$ cat config.mk
export PLATFORM = sky130hd
export DESIGN_NAME = kong_ctrl
export DESIGN_NICKNAME = d
export VERILOG_FILES = /design/src/rtl/kong_pkg.sv /design/src/rtl/kong_tick.sv /design/src/rtl/kong_ctrl.sv
export SDC_FILE = /design/constraint.sdc
export NUM_CORES = 1
export LEC_CHECK = 0
export CAP_MARGIN = 30
export CORE_ASPECT_RATIO = 0.5
export CORE_MARGIN = 4
export CORE_UTILIZATION = 40
export CTS_CLUSTER_DIAMETER = 30
export DETAILED_ROUTE_END_ITERATION = 10
export GPL_TIMING_DRIVEN = 0
export SLEW_MARGIN = 10
export SYNTH_ARGS = -nofsm -noshare
export SYNTH_HDL_FRONTEND = slang
export SYNTH_SLANG_ARGS = --single-unit
$ cat constraint.sdc
create_clock -name clk -period 3.4 [get_ports clk]
set_clock_uncertainty 0.05 [all_clocks]
set_input_delay 1.02 -clock clk [delete_from_list [all_inputs] [get_ports clk]]
set_output_delay 1.02 -clock clk [all_outputs]
set_load 0.1 [all_outputs]
$ cat src/rtl/kong_pkg.sv
// Shared types and constants for the Kong sprite sequencer.
package kong_pkg;

    localparam int POS_W  = 12;
    localparam int TICK_W = 24;

    localparam int MOVE_TAKI_NIE_MACQUEEN = 250_000;
    localparam int JUMP_TAKI_W_MIARE      = 1_400_000;
    localparam int KONG_THROW_HOLD        = 3;

    localparam logic [POS_W-1:0] KONG_ANIMATION_INITIAL_XPOS = 12'd484;
    localparam logic [POS_W-1:0] KONG_ANIMATION_INITIAL_YPOS = 12'd672;
    localparam logic [POS_W-1:0] KONG_PLATFORM_XPOS          = 12'd128;
    localparam logic [POS_W-1:0] KONG_PLATFORM_YPOS          = 12'd175;
    localparam logic [POS_W-1:0] KONG_JUMP_HEIGHT            = 12'd58;
    localparam logic [POS_W-1:0] KONG_JUMP_TOP_YPOS          = KONG_PLATFORM_YPOS - KONG_JUMP_HEIGHT;

    localparam logic [1:0] KONG_FRM_IDLE  = 2'd0;
    localparam logic [1:0] KONG_FRM_ALT   = 2'd1;
    localparam logic [1:0] KONG_FRM_WALK  = 2'd2;
    localparam logic [1:0] KONG_FRM_THROW = 2'd3;

    typedef enum logic [2:0] {
        IDLE,
        CLIMB,
        WALK,
        ACTIVE,
        THROW,
        JUMP_UP,
        JUMP_DOWN
    } kong_state_t;

endpackage

$ cat src/rtl/kong_tick.sv
// Loadable step prescaler: step is high in the cycle the count reaches period-1.
module kong_tick
    import kong_pkg::*;
(
    input  logic              clk,
    input  logic              rst_n,
    input  logic              clr,
    input  logic [TICK_W-1:0] period,
    output logic              step
);

    logic [TICK_W-1:0] cnt;

    assign step = (cnt == period - TICK_W'(1));

    // Count up, wrapping on a step; clr restarts the period from zero.
    always_ff @(posedge clk or negedge rst_n) begin
        if (!rst_n) begin
            cnt <= '0;
        end else if (clr || step) begin
            cnt <= '0;
        end else begin
            cnt <= cnt + TICK_W'(1);
        end
    end

endmodule

$ cat src/rtl/kong_ctrl.sv
// Kong intro animation and platform action sequencer.
//
// state     | meaning
// ----------+--------------------------------------------------
// IDLE      | at the initial animation point, waiting for start
// CLIMB     | climbing up one pixel per step, frame toggles 0/1
// WALK      | walking left onto the platform
// ACTIVE    | standing on the platform, serving requests
// THROW     | holding the throw frame after spawning a barrel
// JUMP_UP   | rising one pixel per jump step
// JUMP_DOWN | falling back to platform height
module kong_ctrl
    import kong_pkg::*;
#(
    parameter int MOVE_TICKS = MOVE_TAKI_NIE_MACQUEEN,
    parameter int JUMP_TICKS = JUMP_TAKI_W_MIARE,
    parameter int THROW_HOLD = KONG_THROW_HOLD
) (
    input  logic             clk,
    input  logic             rst_n,
    input  logic             start,
    input  logic             restart,
    input  logic             throw_req,
    input  logic             jump_req,
    output logic [POS_W-1:0] xpos,
    output logic [POS_W-1:0] ypos,
    output logic [1:0]       frame,
    output logic             intro_done,
    output logic             barrel_spawn,
    output logic             busy
);

    localparam int HOLD_W = (THROW_HOLD > 1) ? $clog2(THROW_HOLD) : 1;

    kong_state_t       state, state_nxt;
    logic [POS_W-1:0]  xpos_nxt, ypos_nxt;
    logic [1:0]        frame_nxt;
    logic              intro_nxt, spawn_nxt, busy_nxt;
    logic [HOLD_W-1:0] hold_cnt, hold_nxt;
    logic              tick_clr, step;
    logic [TICK_W-1:0] tick_period;

    kong_tick u_tick (
        .clk    (clk),
        .rst_n  (rst_n),
        .clr    (tick_clr),
        .period (tick_period),
        .step   (step)
    );

    // State and every output are registered; next values come from the comb block.
    always_ff @(posedge clk or negedge rst_n) begin
        if (!rst_n) begin
            state        <= IDLE;
            xpos         <= KONG_ANIMATION_INITIAL_XPOS;
            ypos         <= KONG_ANIMATION_INITIAL_YPOS;
            frame        <= KONG_FRM_IDLE;
            intro_done   <= 1'b0;
            barrel_spawn <= 1'b0;
            busy         <= 1'b0;
            hold_cnt     <= '0;
        end else begin
            state        <= state_nxt;
            xpos         <= xpos_nxt;
            ypos         <= ypos_nxt;
            frame        <= frame_nxt;
            intro_done   <= intro_nxt;
            barrel_spawn <= spawn_nxt;
            busy         <= busy_nxt;
            hold_cnt     <= hold_nxt;
        end
    end

    // Next state, next outputs and prescaler control.
    always_comb begin
        state_nxt = state;
        xpos_nxt  = xpos;
        ypos_nxt  = ypos;
        frame_nxt = frame;
        hold_nxt  = hold_cnt;
        spawn_nxt = 1'b0;

        if (restart) begin
            state_nxt = IDLE;
            xpos_nxt  = KONG_ANIMATION_INITIAL_XPOS;
            ypos_nxt  = KONG_ANIMATION_INITIAL_YPOS;
            frame_nxt = KONG_FRM_IDLE;
            hold_nxt  = '0;
        end else begin
            case (state)
                IDLE: begin
                    if (start) state_nxt = CLIMB;
                end
                CLIMB: begin
                    if (step) begin
                        ypos_nxt  = ypos - POS_W'(1);
                        frame_nxt = (frame == KONG_FRM_ALT) ? KONG_FRM_IDLE : KONG_FRM_ALT;
                        if (ypos_nxt == KONG_PLATFORM_YPOS) begin
                            state_nxt = WALK;
                            frame_nxt = KONG_FRM_WALK;
                        end
                    end
                end
                WALK: begin
                    if (step) begin
                        xpos_nxt = xpos - POS_W'(1);
                        if (xpos_nxt == KONG_PLATFORM_XPOS) begin
                            state_nxt = ACTIVE;
                            frame_nxt = KONG_FRM_IDLE;
                        end
                    end
                end
                ACTIVE: begin
                    if (throw_req) begin
                        state_nxt = THROW;
                        frame_nxt = KONG_FRM_THROW;
                        spawn_nxt = 1'b1;
                        hold_nxt  = '0;
                    end else if (jump_req) begin
                        state_nxt = JUMP_UP;
                        frame_nxt = KONG_FRM_WALK;
                    end
                end
                THROW: begin
                    if (step) begin
                        if (hold_cnt == HOLD_W'(THROW_HOLD - 1)) begin
                            state_nxt = ACTIVE;
                            frame_nxt = KONG_FRM_IDLE;
                        end else begin
                            hold_nxt = hold_cnt + HOLD_W'(1);
                        end
                    end
                end
                JUMP_UP: begin
                    if (step) begin
                        ypos_nxt = ypos - POS_W'(1);
                        if (ypos_nxt == KONG_JUMP_TOP_YPOS) state_nxt = JUMP_DOWN;
                    end
                end
                JUMP_DOWN: begin
                    if (step) begin
                        ypos_nxt = ypos + POS_W'(1);
                        if (ypos_nxt == KONG_PLATFORM_YPOS) begin
                            state_nxt = ACTIVE;
                            frame_nxt = KONG_FRM_IDLE;
                        end
                    end
                end
                default: state_nxt = IDLE;
            endcase
        end

        intro_nxt = (state_nxt inside {ACTIVE, THROW, JUMP_UP, JUMP_DOWN});
        busy_nxt  = !(state_nxt inside {IDLE, ACTIVE});

        // The prescaler restarts on any state change so each state begins a full period.
        tick_clr    = (state_nxt != state) || (state == IDLE) || (state == ACTIVE);
        tick_period = (state == JUMP_UP || state == JUMP_DOWN) ? TICK_W'(JUMP_TICKS)
                                                              : TICK_W'(MOVE_TICKS);
    end

endmodule

Word-level counts from Yosys, hierarchy flattened
Index checks and enable logic that the tools add are counted.
- logic and storage cells: 108
- output and inout bits: 29
- register bits after elaboration: 58
- reduce and logical (&&, ||, !) cells: 19
- equal/unequal tests: 29
- add/subtract/negate cells: 6
- multiplexer cells: 45
- operator list (operator ; number):
    12-bit two-way mux ; 6
    3-bit two-way mux ; 14
    12-bit by 8-bit equality test with 1-bit output (second input constant) ; 3
    2-bit two-way mux ; 15
    24-bit by 1-bit adder with 24-bit output (second input constant) ; 1
    24-bit equality test ; 1
    24-bit two-way mux ; 1
    12-bit one-hot mux with 2 select lines ; 1
    12-bit by 1-bit subtractor with 12-bit output (second input constant) ; 2
    21-bit by 1-bit subtractor with 22-bit output (second input constant) ; 1
    21-bit two-way mux ; 1
    3-bit one-hot mux with 7 select lines ; 1
    3-bit equality test (second input constant) ; 6
    3-bit inequality test (second input constant) ; 5
    12-bit by 1-bit adder with 12-bit output (second input constant) ; 1
    12-bit by 7-bit equality test with 1-bit output (second input constant) ; 1
    3-bit by 2-bit inequality test with 1-bit output (second input constant) ; 4
    2-bit one-hot mux with 5 select lines ; 1
    3-bit by 2-bit equality test with 1-bit output (second input constant) ; 3
    9-bit AND reduction ; 1
    3-bit zero test ; 2
    2-bit nonzero test ; 3
    3-bit nonzero test ; 2
    6-bit nonzero test ; 1
    other kinds (16) ; 22

Longest topological paths before layout
- word-level depth: 13
- depth in mapped cells: 11
- mapped depth without buffers: 10

Hierarchy
From an unflattened synthesis, not the netlist that was laid out.
- cells, all modules: 579
- area, all modules: 4752.1 um^2
- modules (own cells, without submodules) (module ; cells an instance ; instances ; sequential area each (um^2) ; area an instance (um^2)):
    kong_ctrl ; 336 ; 1 ; 860.8 ; 2650.0
    kong_tick ; 243 ; 1 ; 600.6 ; 2102.0

Least setup slack after synthesis
Ideal clock, no wire load.
- kind: reg2reg
- from: register xpos[3]
- to: register frame[1]
- buffers on the path: 0
- stages on the path, launching flop included: 9
- library setup time: 131 ps
- data required time: 3219 ps
- path slack: 68 ps
- arrival time: 3151 ps
- path through: dfrtp_1 -> or4_4 -> o31a_1 -> or4_1 -> a2111oi_2 -> mux2_2 -> o211ai_4 -> a221oi_2 -> a211oi_2
- longest elaborated chain between the ends: 4
- ends and longest elaborated chain (element ; line ; RTL):
    start, declared ; kong_ctrl.sv:25 ; output logic [POS_W-1:0] xpos,
    start signal, assigned ; kong_ctrl.sv:64 ; xpos <= xpos_nxt;
    12-bit by 1-bit subtractor with 12-bit output ; kong_ctrl.sv:106 ; xpos_nxt = xpos - POS_W'(1);
    12-bit by 8-bit equality test with 1-bit output ; kong_ctrl.sv:107 ; if (xpos_nxt == KONG_PLATFORM_XPOS) begin
    3-bit inequality test (no line) ; n/a ;
    9-bit AND reduction (no line) ; n/a ;
    end signal, assigned ; kong_ctrl.sv:66 ; frame <= frame_nxt;
    end, declared ; kong_ctrl.sv:27 ; output logic [1:0] frame,
Every way passes these cells.
A chain may end at the register's enable or synchronous reset.

Final worst setup path
- from: register xpos[2]
- to: output port xpos[2]
No word-level cell between the ends.

==> metrics.yaml <==
grt_busiest_layer: "met2"
post-place-ws_ps: 331.8
ys_ff_latch: 58
ant_nets: 0
crit_slowest_cell: "clkdlybuf4s50_1"
cts_hold_buf: 0
setup_violations: 0
firstDrtPassIters: 5
numCtsBuffers: 9
layout-drive-gt1-share_pct: 8.283
synth_top_family_by_area: "simple AND/OR/NAND/NOR gates"
syn_area_mm2: 0.003802
routedWlPerCell_um: 15.04
final_common_cell: "nor2_1"
synth-simple-area-share_pct: 30.83
power_density_mw_per_mm2: 356.8
grt_util_met2_pct: 26.77
first_global_vias: 3231
yosys_warnings: 0
viasPerCell: 5.562
synth_top_area_share_pct: 32.91
core_area_mm2: 0.008979
dp_hpwl_um: 6600
syn_area_per_cell_um2: 8.545
port_buffers: 34
path_class: "reg2out"
use_met3_pct: 4.417
cts_tree: "done"
rsz0062_at_grt: "no"
synth_async_sr_flop_share_pct: 100.0
cts-htree-levels: 3
num_antenna_cells: 0
synthMuxAreaShare_pct: 1.645
synth_compound_area_share_pct: 13.89
gp_congestion: 0.9192
final_util_pct: 50.88
yosysSeqAreaShare_pct: 38.43
initial_utilization_pct: 42.35
cts_max_path_buffers: 2
drc: 0
period_share_pct: 92.49
final_cell_mix: "nor2_1 (70), dfrtp_1 (50), nand2_1 (35)"
layout_setup_ws_ps: 255.4
die_w_um: 145.9
cp.arrival_ps: 2070
wirelength_um: 9204
status: "finished, final reports clean"
grt_max_degree: 59
crit_required_ps: 2330
synth-edff-count: 0
reg2reg_from: "xpos[3]"
clk_latency_ps: 330
regToRegSetupSlack_ps: 320
p_leak_nw: 1.748
dieArea_mm2: 0.01122
path_buf_inv: 1
fin_nets: 503
min_period_ps: 3145
vias: 3404
die_h_um: 76.94
cts-root-buf: "clkbuf_16"
area_delta_synth_final_pct: 20.14
yosys.area.top_type: "dfrtp_1"
pin_count: 35
ys.flop_type: "dfrtp_1"
grt_usage_pct: 17.26
cap_violations: 0
worstPathMaxFanout: 7
synthesis.nets: 458
min_from: "u_tick.cnt[0]"
slowest_delay_ps: 1150
drv_slew: 0
synth_cell_types: 61
synth_xor_area_share_pct: 9.444
clock_sinks: 58
start_kind: "flop"
hold_viol: 0
cts_setup_buffers: 0
cts.clk_slew.worst_paths_ps: 50
min_delay_path_depth: 1
critPathTopFamily: "buffers and inverters"
cts_resized: 0
end_kind: "output pin"
gr-total-overflow: 0
fin_hold_ws_ps: 432.4
hold_path_class: "reg2reg"
synthCells: 445
drtIter0Drc: 176
antenna_found_initial: 0
grt_pass1_wl_um: 15970
synth-adder-area-share_pct: 2.303
worstMarginPinSlew_ps: 976.4
relSlewSlack_pct: 34.71
whs_endpoint: "u_tick.cnt[0]"
ir_drop_uv: 254.8
synth_area_leaders: "dfrtp_1 (33%), nor2_1 (6.9%), xnor2_1 (5.8%), dfstp_2 (5.5%), xor2_1 (3.7%)"
max_freq_mhz: 318.0
use_met1_pct: 23.61
reg2reg_to: "frame[1]"
r2r_cells: 8
path_cells: "clkdlybuf4s50_1"
row_count: 24
## worst max path at each step
stage,from,endpoint,slack [ps],cells past startpoint
after floorplan,xpos[3],frame[1],70,8
after global placement,rst_n,ypos[8],-620,1
after detailed placement,xpos[3],frame[1],330,8
after CTS,xpos[7],xpos[7],240,1
after global routing,ypos[1],busy,50,11
final,xpos[2],xpos[2],260,1
## cells in the mapped netlist (all sizes together) (3+ instances only)
master and count:
a211oi 5, a21oi 26, a22oi 4, a31oi 5
and2 6, and3 5, and4 7, buf 3
clkbuf 19, dfrtp 50, dfstp 8, ha 7
inv 12, mux2i 4, nand2 35, nand2b 11
nand3 14, nand3b 5, nand4 11, nor2 70
nor2b 4, nor3 15, nor4 5, nor4bb 4
o21ai 16, or3 14, or4 5, xnor2 25
xor2 16
## area by class of cell
cell class / count / area, um^2
Buffer: 22 / 86.33
Clock buffer: 10 / 239.0
Clock inverter: 6 / 42.54
Fill cell: 876 / 4410
Inverter: 12 / 45.04
Multi-Input combinational cell: 353 / 2210
Sequential cell: 58 / 1461
Tap cell: 117 / 146.4
Timing Repair Buffer: 34 / 337.8
## registers in the layout, indices dropped and copies added, names as in the netlist
| signal | count |
|---|---|
| u_tick.cnt | 24 |
| frame | 2 |
| intro_done | 1 |
| busy | 1 |
| barrel_spawn | 1 |
| xpos | 12 |
| hold_cnt | 2 |
| ypos | 12 |
| state | 3 |
## per-stage QoR
stage | instance area [um^2] | cells | TNS [ps] | total power, mW
detailed placement | 4287 | 596 | 0 | 0.8101
finish | 4568 | 612 | 0 | 1.630
global placement | 4289 | 596 | -30630 | 0.8105
global route | 4568 | 612 | 0 | 1.695
CTS | 4568 | 612 | 0 | 1.655
floorplan | 3802 | 445 | 0 | 0.7708
## report_power, final
part           leakage, nW  internal, mW  switching, mW
Clock                0.134         0.511          0.321
Sequential           0.779         0.697        0.00455
Combinational        0.835        0.0269         0.0692
## metal layers
metal,share of wire (%),vias to the layer above
li1,-,1675
met1,47,1610
met2,45,100
met3,6.3,19
met4,1.9,0
met5,0,-
## cells by family after synthesis
| kind of cell | count (synthesis) |
|---|---|
| AND/OR/NAND/NOR | 222 |
| AO/OA/AOI/OAI | 77 |
| adder cells (fa/ha/maj) | 7 |
| buffers and inverters | 34 |
| multiplexers | 6 |
| XOR/XNOR | 41 |
| flip-flops | 58 |
(Power assumes the default switching activity.)
